<file path="config.mk">
export PLATFORM = sky130hd
export DESIGN_NAME = pe_fixed_pipe_flat
export DESIGN_NICKNAME = d
export VERILOG_FILES = /design/src/rtl/pe_fixed_pipe_if.sv /design/src/rtl/pe_fixed_pipe.sv /design/src/flat_wrapper.sv
export SDC_FILE = /design/constraint.sdc
export NUM_CORES = 2
export LEC_CHECK = 0
export ABC_AREA = 1
export ABC_CLOCK_PERIOD_IN_PS = 23500
export BUFFER_PORTS_ARGS = -buffer_cell sky130_fd_sc_hd__buf_2
export CAP_MARGIN = 20
export CORE_MARGIN = 8
export CORE_UTILIZATION = 45
export CTS_CLUSTER_SIZE = 10
export DETAILED_ROUTE_END_ITERATION = 10
export PLACE_DENSITY = 0.72
export SYNTH_ARGS = -nofsm -noshare
export SYNTH_HDL_FRONTEND = slang
export SYNTH_SLANG_ARGS = --single-unit
</file>
<file path="constraint.sdc">
create_clock -name clk -period 23.5 [get_ports clk]
set_clock_uncertainty 0.05 [all_clocks]
set_input_delay 4.7 -clock clk [delete_from_list [all_inputs] [get_ports clk]]
set_output_delay 4.7 -clock clk [all_outputs]
set_load 0.1 [all_outputs]
</file>
<file path="src/rtl/pe_fixed_pipe_if.sv">
// Operand/result bundle for pe_fixed_pipe.
// The master side supplies operands and consumes results; the slave side is the PE.
interface pe_fixed_pipe_if #(
  parameter int WIDTH = 32
);
  logic [7*WIDTH-1:0] probs;
  logic [WIDTH-1:0]   prior;
  logic [WIDTH-1:0]   diag_m;
  logic [WIDTH-1:0]   diag_i;
  logic [WIDTH-1:0]   diag_d;
  logic [WIDTH-1:0]   left_m;
  logic [WIDTH-1:0]   left_d;
  logic               row_start;
  logic               in_valid;
  logic               in_ready;
  logic               out_valid;
  logic               out_ready;
  logic [WIDTH-1:0]   cur_m;
  logic [WIDTH-1:0]   cur_i;
  logic [WIDTH-1:0]   cur_d;
  logic [WIDTH-1:0]   prev_m;
  logic [WIDTH-1:0]   prev_i;
  logic [WIDTH-1:0]   prev_d;

  modport master (
    output probs, prior, diag_m, diag_i, diag_d, left_m, left_d, row_start,
    output in_valid, out_ready,
    input  in_ready, out_valid,
    input  cur_m, cur_i, cur_d, prev_m, prev_i, prev_d
  );

  modport slave (
    input  probs, prior, diag_m, diag_i, diag_d, left_m, left_d, row_start,
    input  in_valid, out_ready,
    output in_ready, out_valid,
    output cur_m, cur_i, cur_d, prev_m, prev_i, prev_d
  );
endinterface

</file>
<file path="src/rtl/pe_fixed_pipe.sv">
// Fixed-point pair-HMM style processing element: one shared multiplier walks
// seven transition products (M, I, D accumulators), then scales M by the prior.
// Unsigned fixed point, 1.0 = 2^FRAC; multiply truncates after >> FRAC.
// Optional build macro PE_FIXED_SATURATE_EN: multiplies and adds clamp to
// all-ones instead of wrapping modulo 2^WIDTH.
module pe_fixed_pipe #(
  parameter int WIDTH = 32,
  parameter int FRAC  = 30
) (
  input logic            clk,
  input logic            reset_n,
  pe_fixed_pipe_if.slave bus
);

  typedef enum logic [1:0] {IDLE, MAC, FINAL, HOLD} state_t;

  state_t           state_reg, state_next;
  logic [2:0]       idx_reg;
  logic [WIDTH-1:0] prob_in  [7];
  logic [WIDTH-1:0] prob_reg [7];
  logic [WIDTH-1:0] prior_reg, diag_m_reg, diag_i_reg, diag_d_reg;
  logic [WIDTH-1:0] left_m_reg, left_d_reg, own_m_reg, own_i_reg;
  logic [WIDTH-1:0] acc_m_reg, acc_i_reg, acc_d_reg;
  logic [WIDTH-1:0] result_m_reg, result_i_reg, result_d_reg;
  logic [WIDTH-1:0] cur_m_reg, cur_i_reg, cur_d_reg;
  logic [WIDTH-1:0] prev_m_reg, prev_i_reg, prev_d_reg;
  logic [WIDTH-1:0] mul_a, mul_b, mul_res;
  logic [2*WIDTH-1:0] mul_full;
  logic             in_ready, out_valid;

  localparam logic [2*WIDTH-1:0] MUL_MAX = {{WIDTH{1'b0}}, {WIDTH{1'b1}}};

  // Split the packed probability bus: index order a_mm, a_im, a_dm, a_mi, a_ii, a_md, a_dd.
  generate
    for (genvar gi = 0; gi < 7; gi++) begin : g_unpack
      assign prob_in[gi] = bus.probs[gi*WIDTH +: WIDTH];
    end
  endgenerate

  function automatic logic [WIDTH-1:0] fx_add(input logic [WIDTH-1:0] a,
                                              input logic [WIDTH-1:0] b);
`ifdef PE_FIXED_SATURATE_EN
    logic [WIDTH:0] sum;
    sum = {1'b0, a} + {1'b0, b};
    return sum[WIDTH] ? {WIDTH{1'b1}} : sum[WIDTH-1:0];
`else
    return a + b;
`endif
  endfunction

  // Shared multiplier; FINAL reuses it for prior * acc_m.
  assign mul_full = {{WIDTH{1'b0}}, mul_a} * {{WIDTH{1'b0}}, mul_b};
`ifdef PE_FIXED_SATURATE_EN
  assign mul_res = ((mul_full >> FRAC) > MUL_MAX) ? {WIDTH{1'b1}} : WIDTH'(mul_full >> FRAC);
`else
  assign mul_res = WIDTH'(mul_full >> FRAC);
`endif

  // Operand select for the shared multiplier by product index (or FINAL scaling).
  always_comb begin
    mul_a = '0;
    mul_b = '0;
    if (state_reg == FINAL) begin
      mul_a = prior_reg;
      mul_b = acc_m_reg;
    end else begin
      case (idx_reg)
        3'd0: begin mul_a = prob_reg[0]; mul_b = diag_m_reg; end
        3'd1: begin mul_a = prob_reg[1]; mul_b = diag_i_reg; end
        3'd2: begin mul_a = prob_reg[2]; mul_b = diag_d_reg; end
        3'd3: begin mul_a = prob_reg[3]; mul_b = own_m_reg;  end
        3'd4: begin mul_a = prob_reg[4]; mul_b = own_i_reg;  end
        3'd5: begin mul_a = prob_reg[5]; mul_b = left_m_reg; end
        3'd6: begin mul_a = prob_reg[6]; mul_b = left_d_reg; end
        default: begin mul_a = '0; mul_b = '0; end
      endcase
    end
  end

  // State register; reset aborts whatever operation is in flight.
  always_ff @(posedge clk) begin
    if (!reset_n) state_reg <= IDLE;
    else          state_reg <= state_next;
  end

  // Next-state and handshake outputs.
  always_comb begin
    state_next = state_reg;
    in_ready   = 1'b0;
    out_valid  = 1'b0;
    case (state_reg)
      IDLE: begin
        in_ready = 1'b1;
        if (bus.in_valid) state_next = MAC;
      end
      MAC:   if (idx_reg == 3'd6) state_next = FINAL;
      FINAL: state_next = HOLD;
      HOLD: begin
        out_valid = 1'b1;
        if (bus.out_ready) state_next = IDLE;
      end
      default: state_next = IDLE;
    endcase
  end

  // Datapath: operand capture, accumulation, result staging and history update.
  always_ff @(posedge clk) begin
    if (!reset_n) begin
      idx_reg <= '0;
      for (int i = 0; i < 7; i++) prob_reg[i] <= '0;
      prior_reg  <= '0; diag_m_reg <= '0; diag_i_reg <= '0; diag_d_reg <= '0;
      left_m_reg <= '0; left_d_reg <= '0; own_m_reg  <= '0; own_i_reg  <= '0;
      acc_m_reg  <= '0; acc_i_reg  <= '0; acc_d_reg  <= '0;
      result_m_reg <= '0; result_i_reg <= '0; result_d_reg <= '0;
      cur_m_reg  <= '0; cur_i_reg  <= '0; cur_d_reg  <= '0;
      prev_m_reg <= '0; prev_i_reg <= '0; prev_d_reg <= '0;
    end else begin
      case (state_reg)
        IDLE: if (bus.in_valid) begin
          for (int i = 0; i < 7; i++) prob_reg[i] <= prob_in[i];
          prior_reg  <= bus.prior;
          diag_m_reg <= bus.diag_m;
          diag_i_reg <= bus.diag_i;
          diag_d_reg <= bus.diag_d;
          left_m_reg <= bus.left_m;
          left_d_reg <= bus.left_d;
          // Row start only hides history from this computation; cur_*/prev_* stay put.
          own_m_reg  <= bus.row_start ? '0 : cur_m_reg;
          own_i_reg  <= bus.row_start ? '0 : cur_i_reg;
          acc_m_reg  <= '0;
          acc_i_reg  <= '0;
          acc_d_reg  <= '0;
          idx_reg    <= '0;
        end
        MAC: begin
          idx_reg <= idx_reg + 3'd1;
          if (idx_reg <= 3'd2)      acc_m_reg <= fx_add(acc_m_reg, mul_res);
          else if (idx_reg <= 3'd4) acc_i_reg <= fx_add(acc_i_reg, mul_res);
          else                      acc_d_reg <= fx_add(acc_d_reg, mul_res);
        end
        FINAL: begin
          result_m_reg <= mul_res;
          result_i_reg <= acc_i_reg;
          result_d_reg <= acc_d_reg;
        end
        HOLD: if (bus.out_ready) begin
          prev_m_reg <= cur_m_reg;
          prev_i_reg <= cur_i_reg;
          prev_d_reg <= cur_d_reg;
          cur_m_reg  <= result_m_reg;
          cur_i_reg  <= result_i_reg;
          cur_d_reg  <= result_d_reg;
        end
        default: ;
      endcase
    end
  end

  assign bus.in_ready  = in_ready;
  assign bus.out_valid = out_valid;
  assign bus.cur_m     = cur_m_reg;
  assign bus.cur_i     = cur_i_reg;
  assign bus.cur_d     = cur_d_reg;
  assign bus.prev_m    = prev_m_reg;
  assign bus.prev_i    = prev_i_reg;
  assign bus.prev_d    = prev_d_reg;

endmodule
</file>
<file path="src/flat_wrapper.sv">
// flat-port wrapper written by rule: the top's interface ports become plain ports
module pe_fixed_pipe_flat 
#(
  parameter int WIDTH = 32,
  parameter int FRAC  = 30
)
  (clk, reset_n, bus_probs, bus_prior, bus_diag_m, bus_diag_i, bus_diag_d, bus_left_m, bus_left_d, bus_row_start, bus_in_valid, bus_out_ready, bus_in_ready, bus_out_valid, bus_cur_m, bus_cur_i, bus_cur_d, bus_prev_m, bus_prev_i, bus_prev_d);
  pe_fixed_pipe_if #(.WIDTH(WIDTH)) bus_i ();
  input logic clk;
  input logic reset_n;
  input wire logic [$bits(bus_i.probs)-1:0] bus_probs;
  input wire logic [$bits(bus_i.prior)-1:0] bus_prior;
  input wire logic [$bits(bus_i.diag_m)-1:0] bus_diag_m;
  input wire logic [$bits(bus_i.diag_i)-1:0] bus_diag_i;
  input wire logic [$bits(bus_i.diag_d)-1:0] bus_diag_d;
  input wire logic [$bits(bus_i.left_m)-1:0] bus_left_m;
  input wire logic [$bits(bus_i.left_d)-1:0] bus_left_d;
  input wire logic [$bits(bus_i.row_start)-1:0] bus_row_start;
  input wire logic [$bits(bus_i.in_valid)-1:0] bus_in_valid;
  input wire logic [$bits(bus_i.out_ready)-1:0] bus_out_ready;
  output wire logic [$bits(bus_i.in_ready)-1:0] bus_in_ready;
  output wire logic [$bits(bus_i.out_valid)-1:0] bus_out_valid;
  output wire logic [$bits(bus_i.cur_m)-1:0] bus_cur_m;
  output wire logic [$bits(bus_i.cur_i)-1:0] bus_cur_i;
  output wire logic [$bits(bus_i.cur_d)-1:0] bus_cur_d;
  output wire logic [$bits(bus_i.prev_m)-1:0] bus_prev_m;
  output wire logic [$bits(bus_i.prev_i)-1:0] bus_prev_i;
  output wire logic [$bits(bus_i.prev_d)-1:0] bus_prev_d;
  assign bus_i.probs = bus_probs;
  assign bus_i.prior = bus_prior;
  assign bus_i.diag_m = bus_diag_m;
  assign bus_i.diag_i = bus_diag_i;
  assign bus_i.diag_d = bus_diag_d;
  assign bus_i.left_m = bus_left_m;
  assign bus_i.left_d = bus_left_d;
  assign bus_i.row_start = bus_row_start;
  assign bus_i.in_valid = bus_in_valid;
  assign bus_i.out_ready = bus_out_ready;
  assign bus_in_ready = bus_i.in_ready;
  assign bus_out_valid = bus_i.out_valid;
  assign bus_cur_m = bus_i.cur_m;
  assign bus_cur_i = bus_i.cur_i;
  assign bus_cur_d = bus_i.cur_d;
  assign bus_prev_m = bus_i.prev_m;
  assign bus_prev_i = bus_i.prev_i;
  assign bus_prev_d = bus_i.prev_d;
  pe_fixed_pipe #(.WIDTH(WIDTH), .FRAC(FRAC)) u_core (.clk(clk), .reset_n(reset_n), .bus(bus_i));
endmodule
</file>
==> results.sh <==
export IMPL_critical_path_class="reg2reg"
export IMPL_cts_inserted_buffers=99
export IMPL_post_cts_hold_buffer_count=0
export IMPL_result_of_the_run="complete, no violations"
export IMPL_ys_warn_count=0
export IMPL_netlist_instances=8907
export IMPL_fp_dieArea_mm2=0.171
export IMPL_n_fill_cell=15200
export IMPL_synth_common_cells="inv_1, nand2_1, nor2_1"
export IMPL_synth_most_common_cell="inv_1"
export IMPL_worstHoldStart="u_core.left_d_reg[14]"
export IMPL_critical_path_startpoint_type="flip-flop"
export IMPL_regArea_mm2=0.0196
export IMPL_final_setup_viol_count=0
export IMPL_cts_sink_count=869
export IMPL_synthDistinctLibCells=55
export IMPL_number_of_hold_violations_in_the_final_report=0
export IMPL_grt_overflow_total=0
export IMPL_synth_area_leaders="fa_1, dfxtp_1, edfxtp_1"
export IMPL_io_pins=615
export IMPL_postSynthRegisterBits=869
export IMPL_fin_tns_setup_ns=0
export IMPL_timing_critical_path_slowest_stage_cell="clkinv_1"
export IMPL_synth_enable_flop_cells=224
export IMPL_pin_count_of_the_biggest_net_entering_global_routing=194
export IMPL_worst_setup_hold_path_clk_slew_ns=0.06
export IMPL_worst_slew_margin_rel_pct=23.5
export IMPL_globalplace_congestion=1.01
export IMPL_critPathMaxStageDelay_ns=1.03
export IMPL_insertion_delay_ns=0.71
export IMPL_cts_resized=0
export IMPL_cts_tree="yes"
export IMPL_core_mm2=0.158
export IMPL_die_x_um=414
export IMPL_timing_max_transition_violations_final=0
export IMPL_multi_input_area_mm2=0.0439
export IMPL_yosysSeqAreaShare_pct=27.6
export IMPL_syn_cell_area_mm2=0.0712
export IMPL_worstPathRequired_ns=24.08
export IMPL_synth_ff_type="dfxtp_1"
export IMPL_achievable_frequency_mhz=71.3
export IMPL_post_route_drc_count=0
export IMPL_routed_via_density=5.62
export IMPL_route_detailed_wl_per_inst_um=23.7
export IMPL_io_buffers=614
export IMPL_nets=11000
export IMPL_die_height_um=414
export IMPL_cts_root_buffer="clkbuf_16"
export IMPL_end_kind="flip-flop"
export IMPL_min_delay_path_class="reg2reg"
export IMPL_dpl_hpwl_mm=207
export IMPL_global_route_usage_total_pct=30.8
export IMPL_number_of_antenna_violations_at_the_first_check_in_global_routing=11
export IMPL_beginning_of_the_worst_register_to_register_path="u_core.idx_reg[2]"
export IMPL_crit_start="u_core.idx_reg[2]"
export IMPL_grt_setup_unrepaired="no"
export IMPL_fp_row_count=146
export IMPL_grt_pass1_vias=64300
export IMPL_cts_htree_levels=3
export IMPL_synth_async_reset_ratio_pct=0
export IMPL_max_cap_viol_count=0
export IMPL_synth_largest_area_cell="fa_1"
export IMPL_drive_gt1_share_pct=10.7
export IMPL_area_growth_syn_to_layout_pct=11.1
export IMPL_antenna_violating_nets_post_route=0
export IMPL_post_cts_repair_setup_buffers=0
export IMPL_worstMarginPinSlew_ns=1.15
export IMPL_largest_reg_flops=224
export IMPL_postRouteWirelength_mm=270
export IMPL_clock_tree_buffer_depth=3
export IMPL_period_share_pct=59.7
export IMPL_yosys_area_top_type_share_pct=25.2
export IMPL_firstDrtPassIters=8
export IMPL_grt_first_pass_wirelength_mm=399
export IMPL_timing_critical_path_mode_cell="inv_1"
export IMPL_min_period_ns=14.03
export IMPL_worstPathArrival_ns=14.60
export IMPL_synth_net_count=10600
export IMPL_detailedRoute_firstIterationViolations=7371
export IMPL_worst_path_maximum_fanout=34
export IMPL_floorplan_initialDensity_pct=45.1
export IMPL_synthesis_area_per_instance_um2=8.00
export IMPL_vias=64200
==> final timing paths <==
path,end,slack [ns],cells after the start
setup / recovery,u_core.acc_d_reg[28],9.47,49
hold / removal,u_core.left_d_reg[14],0.42,2
setup reg to reg,u_core.acc_d_reg[28],9.47,49
hold reg to reg,u_core.left_d_reg[14],0.42,2
==> metal layers <==
layer | global-route usage, % | part of all wire (%) | vias up
met1 | 38.8 | 37 | 31300
li1 | - | - | 28400
met3 | 7.33 | 10 | 849
met2 | 48.0 | 45 | 3700
met4 | 18.8 | 7.3 | 0
met5 | 0 | 0 | -
==> cells in the final DEF, fill, tap and decap left out, drive strengths merged, types with 8 or more instances in the layout <==
master and count:
a21o 14, a21oi 464, a221oi 56, a31oi 25, a32o 25, buf 724
clkbuf 138, clkinv 10, dfxtp 645, diode 10, edfxtp 224, fa 897
ha 368, inv 1621, nand2 1489, nand3 246, nand3b 10, nand4 39
nor2 1439, nor3 31, nor4 12, o2111ai 22, o211ai 8, o21a 13
o21ai 626, o22ai 85, or2 42, xor2 25
==> cells by family after synthesis <==
kind of cell    count (synthesis)  synth area share (%)
xor+xnor                       29                 0.367
fa+ha+maj                    1265                  31.7
buf+inv                      2066                  11.1
compound gates               1369                  10.9
simple gates                 3309                  18.4
flops                         869                  27.6
==> critical path, delay by kind of cell, from the launching register on <==
family | cells | cell delay, ns
AO/OA/AOI/OAI | 11 | 3.45
flip-flops | 1 | 0.50
AND/OR/NAND/NOR | 13 | 2.00
adder cells (fa/ha/maj) | 11 | 4.88
buffers and inverters | 13 | 2.81
XOR/XNOR | 1 | 0.19
==> metrics by stage <==
stage | area (um^2) | hold slack (ns) | utilization (%) | worst slack [ns] | cells
detailed placement | 76200 | 0.407 | 48.3 | 9.84 | 11300
finish | 79100 | 0.418 | 50.1 | 9.47 | 11400
global route | 79100 | 0.428 | 50.1 | 8.81 | 11400
global placement | 76100 | 0.403 | 48.2 | 9.77 | 11300
CTS | 79100 | 0.416 | 50.1 | 9.78 | 11400
floorplan | 71200 | 0.394 | - | 11.18 | 8907
==> area by class of cell <==
| type | count | share of cell area, % |
|---|---|---|
| inverter | 1623 | 7.73 |
| clock buffer | 138 | 3.41 |
| timing repair buffer | 724 | 5.03 |
| clock inverter | 9 | 0.198 |
| tap | 2072 | 3.28 |
| sequential | 869 | 24.8 |
| multi-input combinational | 5972 | 55.5 |
| antenna | 10 | 0.0316 |
Power is not shown: default switching activity piles up to over one toggle a cycle in this logic, so the estimate is an artifact.
